$ cat src/rtl/gpio_apb_arbiter.sv
// rtl/gpio_apb_arbiter.sv - two-requester APB arbiter and bank decoder for the GPIO bank bus
module gpio_apb_arbiter #(
    parameter int BANK_NUM    = 2,
    parameter int BANK_BITS   = 1,
    parameter int PADDR_WIDTH = 3,
    parameter int DATA_WIDTH  = 8,
    parameter int TIMEOUT     = 16
) (
    input  logic                             pclk,
    input  logic                             preset,
    input  logic                             m0_psel,
    input  logic                             m0_penable,
    input  logic                             m0_pwrite,
    input  logic [BANK_BITS+PADDR_WIDTH-1:0] m0_paddr,
    input  logic [DATA_WIDTH-1:0]            m0_pwdata,
    output logic                             m0_pready,
    output logic [DATA_WIDTH-1:0]            m0_prdata,
    output logic                             m0_pslverr,
    input  logic                             m1_psel,
    input  logic                             m1_penable,
    input  logic                             m1_pwrite,
    input  logic [BANK_BITS+PADDR_WIDTH-1:0] m1_paddr,
    input  logic [DATA_WIDTH-1:0]            m1_pwdata,
    output logic                             m1_pready,
    output logic [DATA_WIDTH-1:0]            m1_prdata,
    output logic                             m1_pslverr,
    output logic [BANK_NUM-1:0]              s_pselx,
    output logic                             s_penable,
    output logic                             s_pwrite,
    output logic [PADDR_WIDTH-1:0]           s_paddr,
    output logic [DATA_WIDTH-1:0]            s_pwdata,
    input  logic                             s_pready,
    input  logic [DATA_WIDTH-1:0]            s_prdata,
    output logic                             busy
);
    localparam int AW    = BANK_BITS + PADDR_WIDTH;
    localparam int CNT_W = $clog2(TIMEOUT);
    localparam logic [CNT_W-1:0] CNT_LAST = CNT_W'(TIMEOUT - 1);

    typedef enum logic [1:0] {IDLE, SETUP, ACCESS, DONE} state_t;

    state_t           r_state;
    logic             r_last_grant;
    logic [CNT_W-1:0] r_cnt;

    logic                  w_req;
    logic                  w_grant;
    logic                  w_write;
    logic [AW-1:0]         w_addr;
    logic [DATA_WIDTH-1:0] w_wdata;
    logic [BANK_BITS-1:0]  w_bank;
    logic                  w_bad_bank;
    logic                  w_finish;
    logic                  w_err;
    logic                  w_resp_grant;
    logic [DATA_WIDTH-1:0] w_rdata;
    logic                  w_unused;

    // A request is psel alone; penable from the requesters carries no meaning here.
    assign w_unused = m0_penable ^ m1_penable;

    always_comb begin
        w_req      = m0_psel | m1_psel;
        w_grant    = (m0_psel && m1_psel) ? ~r_last_grant : m1_psel;
        w_write    = w_grant ? m1_pwrite : m0_pwrite;
        w_addr     = w_grant ? m1_paddr : m0_paddr;
        w_wdata    = w_grant ? m1_pwdata : m0_pwdata;
        w_bank     = w_addr[AW-1:PADDR_WIDTH];
        w_bad_bank = 32'(w_bank) >= 32'(BANK_NUM);
    end

    // Every path into DONE (bad bank, slave ready, timeout) funnels through here.
    always_comb begin
        w_finish     = 1'b0;
        w_err        = 1'b0;
        w_rdata      = '0;
        w_resp_grant = r_last_grant;
        case (r_state)
            IDLE: begin
                if (w_req && w_bad_bank) begin
                    w_finish     = 1'b1;
                    w_err        = 1'b1;
                    w_resp_grant = w_grant;
                end
            end
            ACCESS: begin
                if (s_pready) begin
                    w_finish = 1'b1;
                    w_rdata  = s_pwrite ? '0 : s_prdata;
                end else if (r_cnt == CNT_LAST) begin
                    w_finish = 1'b1;
                    w_err    = 1'b1;
                end
            end
            default: ;
        endcase
    end

    always_ff @(posedge pclk) begin
        if (preset) begin
            r_state      <= IDLE;
            r_last_grant <= 1'b1;
            r_cnt        <= '0;
            s_pselx      <= '0;
            s_penable    <= 1'b0;
            s_pwrite     <= 1'b0;
            s_paddr      <= '0;
            s_pwdata     <= '0;
            m0_pready    <= 1'b0;
            m0_prdata    <= '0;
            m0_pslverr   <= 1'b0;
            m1_pready    <= 1'b0;
            m1_prdata    <= '0;
            m1_pslverr   <= 1'b0;
            busy         <= 1'b0;
        end else begin
            m0_pready  <= 1'b0;
            m0_prdata  <= '0;
            m0_pslverr <= 1'b0;
            m1_pready  <= 1'b0;
            m1_prdata  <= '0;
            m1_pslverr <= 1'b0;
            if (w_finish) begin
                r_state   <= DONE;
                s_pselx   <= '0;
                s_penable <= 1'b0;
                if (w_resp_grant) begin
                    m1_pready  <= 1'b1;
                    m1_prdata  <= w_rdata;
                    m1_pslverr <= w_err;
                end else begin
                    m0_pready  <= 1'b1;
                    m0_prdata  <= w_rdata;
                    m0_pslverr <= w_err;
                end
            end
            case (r_state)
                IDLE: begin
                    if (w_req) begin
                        r_last_grant <= w_grant;
                        busy         <= 1'b1;
                        if (!w_bad_bank) begin
                            r_state   <= SETUP;
                            s_pselx   <= BANK_NUM'(1) << w_bank;
                            s_penable <= 1'b0;
                            s_pwrite  <= w_write;
                            s_paddr   <= w_addr[PADDR_WIDTH-1:0];
                            s_pwdata  <= w_wdata;
                        end
                    end
                end
                SETUP: begin
                    r_state   <= ACCESS;
                    s_penable <= 1'b1;
                    r_cnt     <= '0;
                end
                ACCESS: begin
                    if (!w_finish && r_cnt != CNT_LAST)
                        r_cnt <= r_cnt + 1'b1;
                end
                DONE: begin
                    r_state <= IDLE;
                    busy    <= 1'b0;
                end
                default: r_state <= IDLE;
            endcase
        end
    end
endmodule

$ cat config.mk
export PLATFORM = sky130hd
export DESIGN_NAME = gpio_apb_arbiter
export DESIGN_NICKNAME = d
export VERILOG_FILES = /design/src/rtl/gpio_apb_arbiter.sv
export SDC_FILE = /design/constraint.sdc
export NUM_CORES = 1
export LEC_CHECK = 0
export CORE_MARGIN = 2
export CORE_UTILIZATION = 41
export CTS_CLUSTER_DIAMETER = 40
export DETAILED_ROUTE_END_ITERATION = 7
export PLACE_DENSITY = 0.87
export RECOVER_POWER = 25
export SYNTH_ARGS = -nofsm -noshare
export SYNTH_HDL_FRONTEND = slang
export SYNTH_SLANG_ARGS = --single-unit
$ cat constraint.sdc
create_clock -name pclk -period 1.5 [get_ports pclk]
set_input_delay 0.15 -clock pclk [delete_from_list [all_inputs] [get_ports pclk]]
set_output_delay 0.15 -clock pclk [all_outputs]
set_load 0.01 [all_outputs]
; ---- Yosys cells after proc, flatten, opt, wreduce, memory -nomap -nowiden
; Cells that the tools add are included.
[totals]
word_cells = 66
input_bits = 41
regBits = 43
output_inout_bits = 36
[op_classes]
n_bitwise = 3
n_eq_ne = 7
add_sub_neg = 1
n_reduce_logical = 12
shifts = 1
muxes = 27
[op_table]
columns = operator, count
row1 = two-way mux 8 bit, 4
row2 = two-way mux 1 bit, 12
row3 = two-way mux 2 bit, 5
row4 = two-way mux 4 bit, 2
row5 = one-hot mux 4 bit (2 select lines), 1
row6 = one-hot mux 2 bit (3 select lines), 1
row7 = AND reduction 2 bit, 3
row8 = OR reduction 3 bit, 2
row9 = "adder 4 x 1 -> 4 bit, second input constant", 1
row10 = "== test 2 bit, second input constant", 2
row11 = "== test 4 bit, second input constant", 1
row12 = "inequality test 2 bit, second input constant", 2
row13 = "inequality test 4 bit, second input constant", 1
row14 = one-hot mux 1 bit (2 select lines), 2
row15 = nonzero test 2 bit, 2
row16 = "== test 2 x 1 -> 1 bit, second input constant", 1
row17 = logical AND 1 bit, 2
row18 = logical NOT 2 bit, 1
row19 = NOT 1 bit, 2
row20 = OR reduction 2 bit, 1
row21 = "<< shifter 1 x 1 -> 2 bit, first input constant", 1
row22 = logical NOT 1 bit, 1
row23 = OR 1 bit, 1

; ---- Longest topological paths before layout
[logic_depth]
depth_word = 8
depth_mapped = 6
depth_no_buf = 5

; ---- Worst setup path before layout
; OpenSTA, ideal clock, no wires.
[synth_timing]
path_kind = register to register
from = register r_state[0]
to = register s_pwdata[0]
slack_ps = 160
synth_period_minus_slack_ps = 1340
arrival_time_ps = 1270
path_buffers = 1
setup_time_ps = 70
t_required_ps = 1430
path_stages_with_launch = 7
cell_sequence = dfxtp_1 -> inv_1 -> ha_1 -> o21a_1 -> buf_2 -> o21ai_0 -> a21oi_1
[synth_between]
elab_chain_cells = 2
[synth_lines]
columns = item, line
row1 = "start, declared", 42  ; state_t r_state;
row2 = "start signal, assigned", 101  ; r_state <= IDLE;
row3 = "start signal, assigned", 124  ; r_state <= DONE;
row4 = "start signal, assigned", 143  ; r_state <= SETUP;
row5 = logical NOT 2 bit, 137  ; case (r_state)
row6 = AND reduction 2 bit (no source line), --
row7 = "end signal, assigned", 148  ; s_pwdata <= w_wdata;
row8 = "end, declared", 31  ; output logic [DATA_WIDTH-1:0] s_pwdata,
; Every way passes these cells.
; A chain may end at the register's enable or synchronous reset.

; ---- Worst setup path after layout
[layout_timing]
from = register s_pwrite
to = output s_pwrite
[layout_rtl]
columns = item, line
row1 = "start, declared", 29  ; output logic s_pwrite,
row2 = "start signal, assigned", 146  ; s_pwrite <= w_write;
; No word-level cell between the ends.

==> metrics <==
die width a little under 70 µm; Slew Limit Fails 0; crit path cell chain clkdlybuf4s50_1; Die Area about 4700 µm²; setup TNS 0 ps; row cnt 23; TritonCTS Buffers 5; Setup-failing EPs final 0; first-pass GRT wire length around 6.7 mm; io pins 77; Final Power 4.34 mW; delay-heaviest family, CP buffers and inverters; Final Critical Period 1440 ps; CTS tree done; CTS Sinks 43; worst hold path class input port to flop; root buf cell clkbuf_8; Peak VDD IR roughly 760 µV; final WL between 4 and 5 mm; DR iter-0 viols 45; GPL Wtd Cong about 0.8; total number of yosys warnings 0; Max-Cap Viols 0; clk slew on worst S/H paths ~80 ps; DP Wirelength just over 3 mm; Longest Clk Path Bufs 2; Synth Net Count roughly 210; critical path data arrival time around 1300 ps; maximum fanout along the worst path 4; wire per inst approximately 14 µm; Setup CP Type flop to output port; register area share after synthesis between 50% and 60%; max frequency 0.695 GHz; final net count 304; Starting Density 42.7%; syn avg cell area roughly 10 µm²; Max-slew headroom 74.8%; clock skew approximately 7.7 ps; post-route antenna net violation count 0; DRC Markers 0; synthesized flop and latch total 43; All-Layer GR Usage roughly 19%; Netlist cell types 34; share of layout cells above drive strength 1 around 16%; Max stage delay on crit path around 570 ps; PortBufs between 70 and 80; most common cell after layout, fill and taps aside clkdlybuf4s50_1; largest net degree at the start of global routing 26; Post-Synthesis Cells roughly 170; initial antenna violation count 0; Syn-to-layout area delta 65.1%; measured slew at the worst slew-check pin roughly 380 ps; Clock Latency Late Sink around 300 ps; slowest CP cell clkdlybuf4s50_1; total number of H-tree levels 2; P per Cell Area 1530 nW/µm²; Netlist Area Pre-Place about 1700 µm²; status finished, final reports clean; final hold vios 0; drt via density 5.05; total gr overflow 0; number of diodes 0; buffers and inverters on the worst path 1; Vert. Die Dim ~69 µm; part of the cycle the worst path needs 95.9%; most frequent cells in the layout clkdlybuf4s50_1, dfxtp_1, and2_1; Lkg Pwr 1.10 nW; Vias around 1600; crit path launch type flop; Core Area between 4000 and 5000 µm²; drt first pass iters 4; number of global-route vias before repair approximately 1500; crit path capture type output port; Critical Path RT 1350 ps
synthesized netlist by cell type:
library cell | count | area, µm²
mux2i_1 | 14 | 140
o21a_1 | 1 | 7.51
nor2_1 | 5 | 18.8
nor4_1 | 2 | 12.5
a31o_2 | 1 | 8.76
inv_1 | 10 | 37.5
buf_12 | 1 | 20.0
ha_1 | 5 | 62.6
or3_1 | 3 | 18.8
a211oi_1 | 2 | 15.0
a21boi_4 | 1 | 18.8
nor3b_1 | 1 | 7.51
a32o_1 | 2 | 20.0
o31a_2 | 1 | 10.0
buf_6 | 1 | 11.3
clkbuf_1 | 1 | 3.75
clkbuf_2 | 1 | 5.00
dfxtp_1 | 43 | 861
o21ai_0 | 12 | 60.1
nor2b_1 | 2 | 12.5
and3_1 | 2 | 12.5
nor3_1 | 3 | 15.0
nor4_2 | 2 | 25.0
and2_1 | 16 | 100
o211ai_1 | 3 | 22.5
nand2b_1 | 3 | 18.8
buf_4 | 1 | 7.51
a31oi_1 | 2 | 12.5
nand2_1 | 2 | 7.51
a21oi_1 | 12 | 60.1
a211oi_2 | 3 | 37.5
buf_2 | 2 | 10.0
a221oi_1 | 1 | 8.76
nand3_1 | 6 | 30.0
kinds of logic (layout without fill, tap and decap cells):
kind of cell             Yosys count  count (layout)  share of synthesized area, %
adder cells (fa/ha/maj)            5               5                          3.64
AO/OA/AOI/OAI                     41              41                          16.4
AND/OR/NAND/NOR                   47              47                          16.2
buffers and inverters             17             109                          5.53
flip-flops                        43              43                          50.1
multiplexers                      14              14                          8.15
metrics by stage:
step,area (µm²),util (%),hold WS (ps),setup slack [ps],cells
after floorplan,1720,-,222,160,167
after CTS,2740,68.0,422,-58.5,307
after global routing,2840,70.4,436,-21.2,309
after global placement,2600,64.6,474,-40.1,299
final,2840,70.4,427,61.0,309
after detailed placement,2600,64.6,478,-103,299
routing by layer:
layer / GRT usage (%) / vias to the layer above / part of all wire [%]
met4: 8.33 / 0 / 2.1
met5: 0 / - / 0
li1: - / 771 / -
met2: 33.5 / 68 / 49
met3: 6.17 / 9 / 7.8
met1: 21.4 / 711 / 41
where the power goes:
group          leakage, nW  internal (mW)  total [mW]  switching (mW)
combinational        0.683          0.971        1.76           0.790
sequential           0.352           1.37        1.51           0.145
clock               0.0644          0.664        1.07           0.403
total                 1.10           3.00        4.34            1.34
final timing paths:
kind                    start      endpoint  slack [ps]  cells after the start
setup / recovery     s_pwrite      s_pwrite          60                      1
hold / removal    s_prdata[3]  m1_prdata[3]         430                      2
setup reg to reg   r_state[0]  m0_prdata[7]         100                      6
hold reg to reg          busy          busy         490                      2
flip-flops by register name, indices dropped and copies added, names as in the netlist:
name,count
s_penable,1
m1_pslverr,1
m0_pslverr,1
m0_pready,1
r_last_grant,1
s_pselx,2
s_paddr,3
m1_pready,1
r_state,2
r_cnt,4
busy,1
m1_prdata,8
s_pwrite,1
s_pwdata,8
m0_prdata,8
area by class of cell:
class                           count  area [µm²]
Timing Repair Buffer               91         911
Clock inverter                      3        67.6
Fill cell                         331        1190
Tap cell                           50        62.6
Multi-Input combinational cell    107         828
Clock buffer                        5        68.8
Sequential cell                    43         862
Inverter                           10        37.5
timing repair:
item	in CTS	in global routing
hold buffers	0	0
buffers inserted	0	1
setup endpoints to repair	16	32
pin swaps	0	1
cloned	0	1
gates resized for setup	0	13
Power figures use the tool's default switching activity.
==> patch 1 (same settings) <==
Change the parameter `TIMEOUT` from 16 to 32.
--- a/src/rtl/gpio_apb_arbiter.sv
+++ b/src/rtl/gpio_apb_arbiter.sv
@@ -4,7 +4,7 @@
     parameter int BANK_BITS   = 1,
     parameter int PADDR_WIDTH = 3,
     parameter int DATA_WIDTH  = 8,
-    parameter int TIMEOUT     = 16
+    parameter int TIMEOUT     = 32
 ) (
     input  logic                             pclk,
     input  logic                             preset,
Check against the original RTL: same outputs for any inputs over 10 cycles, from zero or initial values and one cycle with preset high; that may be too few to reach the edited logic, so the function may still have changed.
==> patch 1 against the original RTL <==
  * The flow now finishes with violations (negative setup slack)
  * Sequential share of layout area increased by 0.052 points
  * Sequential cell count increased by 1
  * Die area increased by 0.20%
  * Setup slack got worse by 210 ps
  * Routed wire length increased by 6.6%
  * Synthesized area increased by 0.22%
  * Cell area increased by 2.3%
  * Cell count increased by 5.8%
  * Power decreased by 16%
  * Critical endpoint is now m1_pslverr$_SDFF_PP0_
==> patch 1: results (changes against the original RTL) <==
Logic synthesis
  – Post-synth EDFFs: 0 (unchanged)
  – Cells after Synth: 175 (+4.8%)
  – Yosys warns: 0 (unchanged)
  – Post-synth top cells: 44 x dfxtp_1, 24 x a21oi_1, 18 x and3_1
  – Post-synth ARST share: 0% (unchanged)
  – Synth top area cells: dfxtp_1 51%, a21oi_1 7.0%, and3_1 6.5%, ha_1 4.4%, nand2_1 3.7%
  – Synthesized Nets: 222 (+4.2%)
  – Synth cell types: 41 (+21%)
  – Seq/Total Area, Yosys: 51.1% (+1.1 points)

Global route
  – Vias in the first global route: 1565 (+5.6%)
  – Largest net degree at the start of global routing: 17 (-35%)
  – Initial antenna violation count: 0 (unchanged)
  – Met1 Use GR: 21.8% (+0.38 points)
  – Met3 GRT Util: 7.14% (+0.97 points)
  – Global-route wire length before repair: 6800 microns (+2.3%)
  – Met2 usage: 34.1% (+0.60 points)
  – Total Routing Usage GR: 19.6% (+0.33 points)

Cells and area
  – Fill cell count: 304 (-8.2%)
  – Layout Cells excl Fill: 327 (+5.8%)
  – Layout cell share with drive strength beyond 1: 23.1% (+7.3 points)
  – # nets final: 323 (+6.3%)
  – Final core occ: 72.0% (+1.6 points)
  – Largest regs: m0_prdata x8, m1_prdata x8, s_pwdata x8
  – Ant diodes: 0 (unchanged)

Status
  – Violated checks: negative setup slack
  – Status: complete, but fails checks

Power
  – Max IR drop VDD: 0.691 mV (-8.7%)
  – Static Leakage: 1.20 nW (+8.9%)
  – Flop pwr share: 40.3% (+5.5 points)
  – Net Sw Frac: 32.0% (+1.2 points)

CTS
  – CTS Buf Count: 5 (unchanged)
  – Clock Tree Buf Depth: 2 (unchanged)
  – H-tree depth: 2 (unchanged)
  – Later-pin clock latency in the skew report: 300 ps (about the same)
  – Clock slew at reported path FFs: 80 ps (about the same)
  – CTS root buffer: clkbuf_8

Setup path
  – Peak per-stage delay on the critical path: 350 ps (-220 ps)
  – CP top delay family: simple AND/OR/NAND/NOR gates
  – CP arrival: 1830 ps (+540 ps)
  – Critical Path Fanout Max: 7 (+3)
  – CP max-delay cell: dfxtp_2

Routing
  – Drt total wl: 4690 microns (+6.6%)
  – Initial drt markers: 73 (+62%)
  – Vias per cell: 5.12 (+1.4%)
  – Drt pass-1 iters: 4 (unchanged)

Placement
  – Placer Congestion: 0.765 (-3.4%)
  – Port Buffers: 74 (unchanged)
  – Placed standard-cell area: 0.00267 sq mm (+2.5%)
  – Dpl hpwl: 3290 microns (+6.3%)
  – Placed Instances: 312 (+4.3%)

Hold path
  – Hold Crit Class: in -> reg

STA
  – Clock skew: 3.85 ps (-3.89 ps)
  – Final setup violation count: 26 (+26)
  – Setup ws final: -146 ps (-207 ps)
  – Tightest Pin Transition: 478 ps (+103 ps)
patch 1: cell count changes after synthesis, sizes merged, moves of 3 or more:
cell,unedited run,this run
o211ai,3,0
and3,2,18
inv,10,4
mux2i,14,1
and2,16,0
or3,3,0
nand2,2,17
a21oi,12,24
nor4,4,0
patch 1: layer usage:
metal / vias up / share of wire (%)
li1: 828 / -
met1: 760 / 42
met2: 76 / 48
met3: 9 / 8.7
met4: 0 / 1.9
met5: - / 0
patch 1: timing repair:
action	4_1_cts	5_1_grt
pin swaps	11	9
setup buffers	3	3
gates cloned	0	1
setup endpoints to repair	26	27
endpoints found under the hold margin	0	0
resized for setup	9	10
patch 1: power by group through the flow:
stage / Sequential (mW) / Clock (mW) / Combinational (mW)
2_1_floorplan: 1.54 / 0 / 0.592
3_3_place_gp: 1.48 / 0 / 1.32
3_5_place_dp: 1.48 / 0 / 1.35
4_1_cts: 1.46 / 0.772 / 1.37
5_1_grt: 1.49 / 0.818 / 1.55
6_report: 1.47 / 0.756 / 1.42
patch 1: tightest hold or removal path, stage by stage:
cell and delay [ps]:
clkdlybuf4s50_1 390, nand2_1 50, a21oi_1 50
patch 1: path summary, 6_finish.rpt:
check                             start                  endpoint  slack [ps]  depth (start not counted)
setup reg to reg  r_cnt[0]$_SDFFE_PP0P_     m1_pslverr$_SDFF_PP0_        -150                          7
setup / recovery  r_cnt[0]$_SDFFE_PP0P_     m1_pslverr$_SDFF_PP0_        -150                          7
hold reg to reg       busy$_SDFFE_PP0P_         busy$_SDFFE_PP0P_         500                          2
hold / removal             m0_pwdata[1]  s_pwdata[1]$_SDFFE_PP0P_         390                          3
patch 1: cells by family after synthesis:
family / Yosys count / share of synthesized area (%)
adders and majority gates: 6 / 4.36
and+or+nand+nor: 60 / 21.0
buffers and inverters: 13 / 3.41
DFF: 44 / 51.1
xor gates and xnor gates: 1 / 0.508
AOI/OAI and AO/OA: 50 / 19.0
muxes: 1 / 0.581
patch 1: final cells by class:
type                       count  area share [%]
clock buffer                   6            2.84
clock inverter                 2           0.345
inverter                       4           0.517
multi-input combinational    119            30.4
sequential                    44            30.4
tap                           50            2.16
timing repair buffer         102            33.3
patch 1: per-stage QoR:
step | total power, mW | worst slack, ps | TNS, ps | hold WS [ps]
floorplan | 2.13 | 5.03 | 0 | 222
global route | 3.85 | -195 | -4130 | 392
finish | 3.64 | -146 | -2690 | 390
global placement | 2.79 | -50.5 | -336 | 462
CTS | 3.60 | -93.4 | -1270 | 385
detailed placement | 2.83 | -116 | -1470 | 490
==> patch 2 (same flow settings) <==
Made on the original files. The 4 states of `state_t` get a one-hot encoding in 4 bits.
--- a/src/rtl/gpio_apb_arbiter.sv
+++ b/src/rtl/gpio_apb_arbiter.sv
@@ -37,7 +37,7 @@
     localparam int CNT_W = $clog2(TIMEOUT);
     localparam logic [CNT_W-1:0] CNT_LAST = CNT_W'(TIMEOUT - 1);
 
-    typedef enum logic [1:0] {IDLE, SETUP, ACCESS, DONE} state_t;
+    typedef enum logic [3:0] {IDLE = 4'b0001, SETUP = 4'b0010, ACCESS = 4'b0100, DONE = 4'b1000} state_t;
 
     state_t           r_state;
     logic             r_last_grant;
Check against the original RTL: same outputs for any inputs over 10 cycles, from zero or initial values and one cycle with preset high; not proved beyond that.
==> patch 2 against the original RTL <==
  * The flow now finishes with violations (negative setup slack)
  * Setup slack got worse by 78 ps
  * Routed wire length rose by 10%
  * Clock skew fell by 4.3 ps
  * Sequential share of layout area barely moved
  * Sequential cell count rose by 2
  * Cell area rose by 5.7%
  * Synthesized area rose by 8.8%
  * Critical endpoint is now r_cnt[3]$_SDFFE_PP0P_
Power is not compared: it rests on default switching activity, and its combinational part moved more than twofold at a synthesized area within 25%.
==> patch 2: results (changes against the original RTL) <==
Logic synthesis
  – Post-synthesis mux area share: 8.16% (+0.0092 points)
  – Synthesized Nets: 213 (unchanged)
  – Seq/Total Area, Yosys: 48.2% (-1.9 points)
  – Post-synth ARST share: 0% (unchanged)
  – Post-synthesis compound-gate area fraction: 17.5% (+1.1 points)
  – #FFs+latches synth: 45 (+4.7%)
  – Post-Synth Adder-Cell Area: 0.669% (-3.0 points)
  – Post-synthesis xor/xnor area fraction: 0.468% (+0.47 points)
  – Synth top area cells: dfxtp_1 48%, mux2i_1 7.0%, a211oi_2 6.7%, and2_1 5.4%, a21oi_1 4.8%
  – Yosys warns: 0 (unchanged)
  – Synth Area per Inst: 10.9 sq um (+6.3%)
  – Synth cell types: 42 (+24%)
  – Post-synth top cells: 45 x dfxtp_1, 18 x a21oi_1, 16 x and2_1

Status
  – Violated checks: negative setup slack
  – Status: complete, but fails checks

CTS
  – CTS Sinks: 45 (+4.7%)
  – # resized after CTS: 8 (+8)
  – H-tree depth: 2 (unchanged)
  – Post CTS Setup Buffer Count: 2 (+2)
  – CTS Buf Count: 5 (unchanged)
  – Later-pin clock latency in the skew report: 300 ps (about the same)
  – CTS root buffer: clkbuf_8
  – Clock Tree Buf Depth: 2 (unchanged)

Placement
  – Dpl hpwl: 3510 microns (+13%)
  – Placed Instances: 312 (+4.3%)
  – Place WS: -200 ps (-96.6 ps)
  – Port Buffers: 74 (unchanged)
  – Placer Congestion: 0.946 (+19%)
  – Placed standard-cell area: 0.00279 sq mm (+7.4%)

STA
  – Rel. slew slack: 69.3% (-5.5 points)
  – Final setup violation count: 1 (+1)
  – Setup ws final: -16.7 ps (-77.6 ps)
  – Setup TNS: -16.7 ps (-16.7 ps)
  – Clock skew: 3.42 ps (-4.31 ps)

Cells and area
  – # nets final: 311 (+2.3%)
  – Layout cell share with drive strength beyond 1: 26.3% (+10 points)
  – Largest regs: m0_prdata x8, m1_prdata x8, s_pwdata x8
  – Fill cell count: 322 (-2.7%)
  – Ant diodes: 0 (unchanged)

Global route
  – Global-route wire length before repair: 7820 microns (+18%)
  – Total Routing Usage GR: 19.6% (+0.31 points)
  – Initial antenna violation count: 0 (unchanged)
  – Largest net degree at the start of global routing: 16 (-38%)

Hold path
  – Hold Crit Class: in -> reg

Setup path
  – Peak per-stage delay on the critical path: 590 ps (+20 ps)
  – CP top delay family: simple AND/OR/NAND/NOR gates
  – CP arrival: 1750 ps (+460 ps)
  – Critical Path Fanout Max: 4 (unchanged)
  – CP max-delay cell: or4b_4

Routing
  – Drt pass-1 iters: 4 (unchanged)
  – DR WL/cell: 15.0 microns (+5.6%)
  – Initial drt markers: 89 (+98%)
  – Via count: 1699 (+9.0%)
  – Drt total wl: 4840 microns (+10%)

Power
  – Max IR drop VDD: 0.689 mV
  – Static Leakage: 1.14 nW
-- patch 2: changes by cell type after synthesis, sizes merged, moves of 3 or more --
cell,delta
a211oi,+7
a21oi,+6
clkbuf,+3
ha,-4
inv,-6
nor4b,+5
o21ai,-10
-- patch 2: logic make-up (layout without fill, tap and decap cells) --
| kind of cell | Yosys count | count (layout) |
|---|---|---|
| simple gates | 51 | 51 |
| flops | 45 | 45 |
| mux | 15 | 15 |
| fa+ha+maj | 1 | 1 |
| buf+inv | 16 | 115 |
| xor+xnor | 1 | 1 |
| compound gates | 42 | 42 |
-- patch 2: worst paths after layout --
check | from | to | slack, ps | depth (start not counted)
setup / recovery | r_state[1]$_SDFF_PP0_ | r_cnt[3]$_SDFFE_PP0P_ | -20 | 3
setup reg to reg | r_state[1]$_SDFF_PP0_ | r_cnt[3]$_SDFFE_PP0P_ | -20 | 3
hold / removal | s_prdata[7] | m0_prdata[7]$_SDFF_PP0_ | 430 | 2
hold reg to reg | s_penable$_SDFF_PP0_ | s_penable$_SDFF_PP0_ | 490 | 2
-- patch 2: layout make-up --
type                       instances  area (sq um)  share of cell area [%]
tap                               52          65.1                    2.17
timing repair buffer             103           986                    32.9
multi-input combinational        110           908                    30.3
clock buffer                       5          68.8                    2.29
clock inverter                     3          46.3                    1.54
inverter                           4          15.0                   0.500
sequential                        45           911                    30.4
-- patch 2: layer usage --
metal	part of all wire [%]	global-route usage, %	vias to the layer above
met1	41	22.6	796
met2	51	34.1	77
met4	1.1	6.50	0
li1	-	-	820
met3	7.8	6.33	6
met5	0	0	-
-- patch 2: power breakdown --
group	leakage [nW]	switching [mW]	internal [mW]	total [mW]
combinational	0.718	0.363	0.478	0.841
sequential	0.369	0.0688	1.28	1.35
clock	0.0543	0.424	0.499	0.923
total	1.14	0.856	2.26	3.12
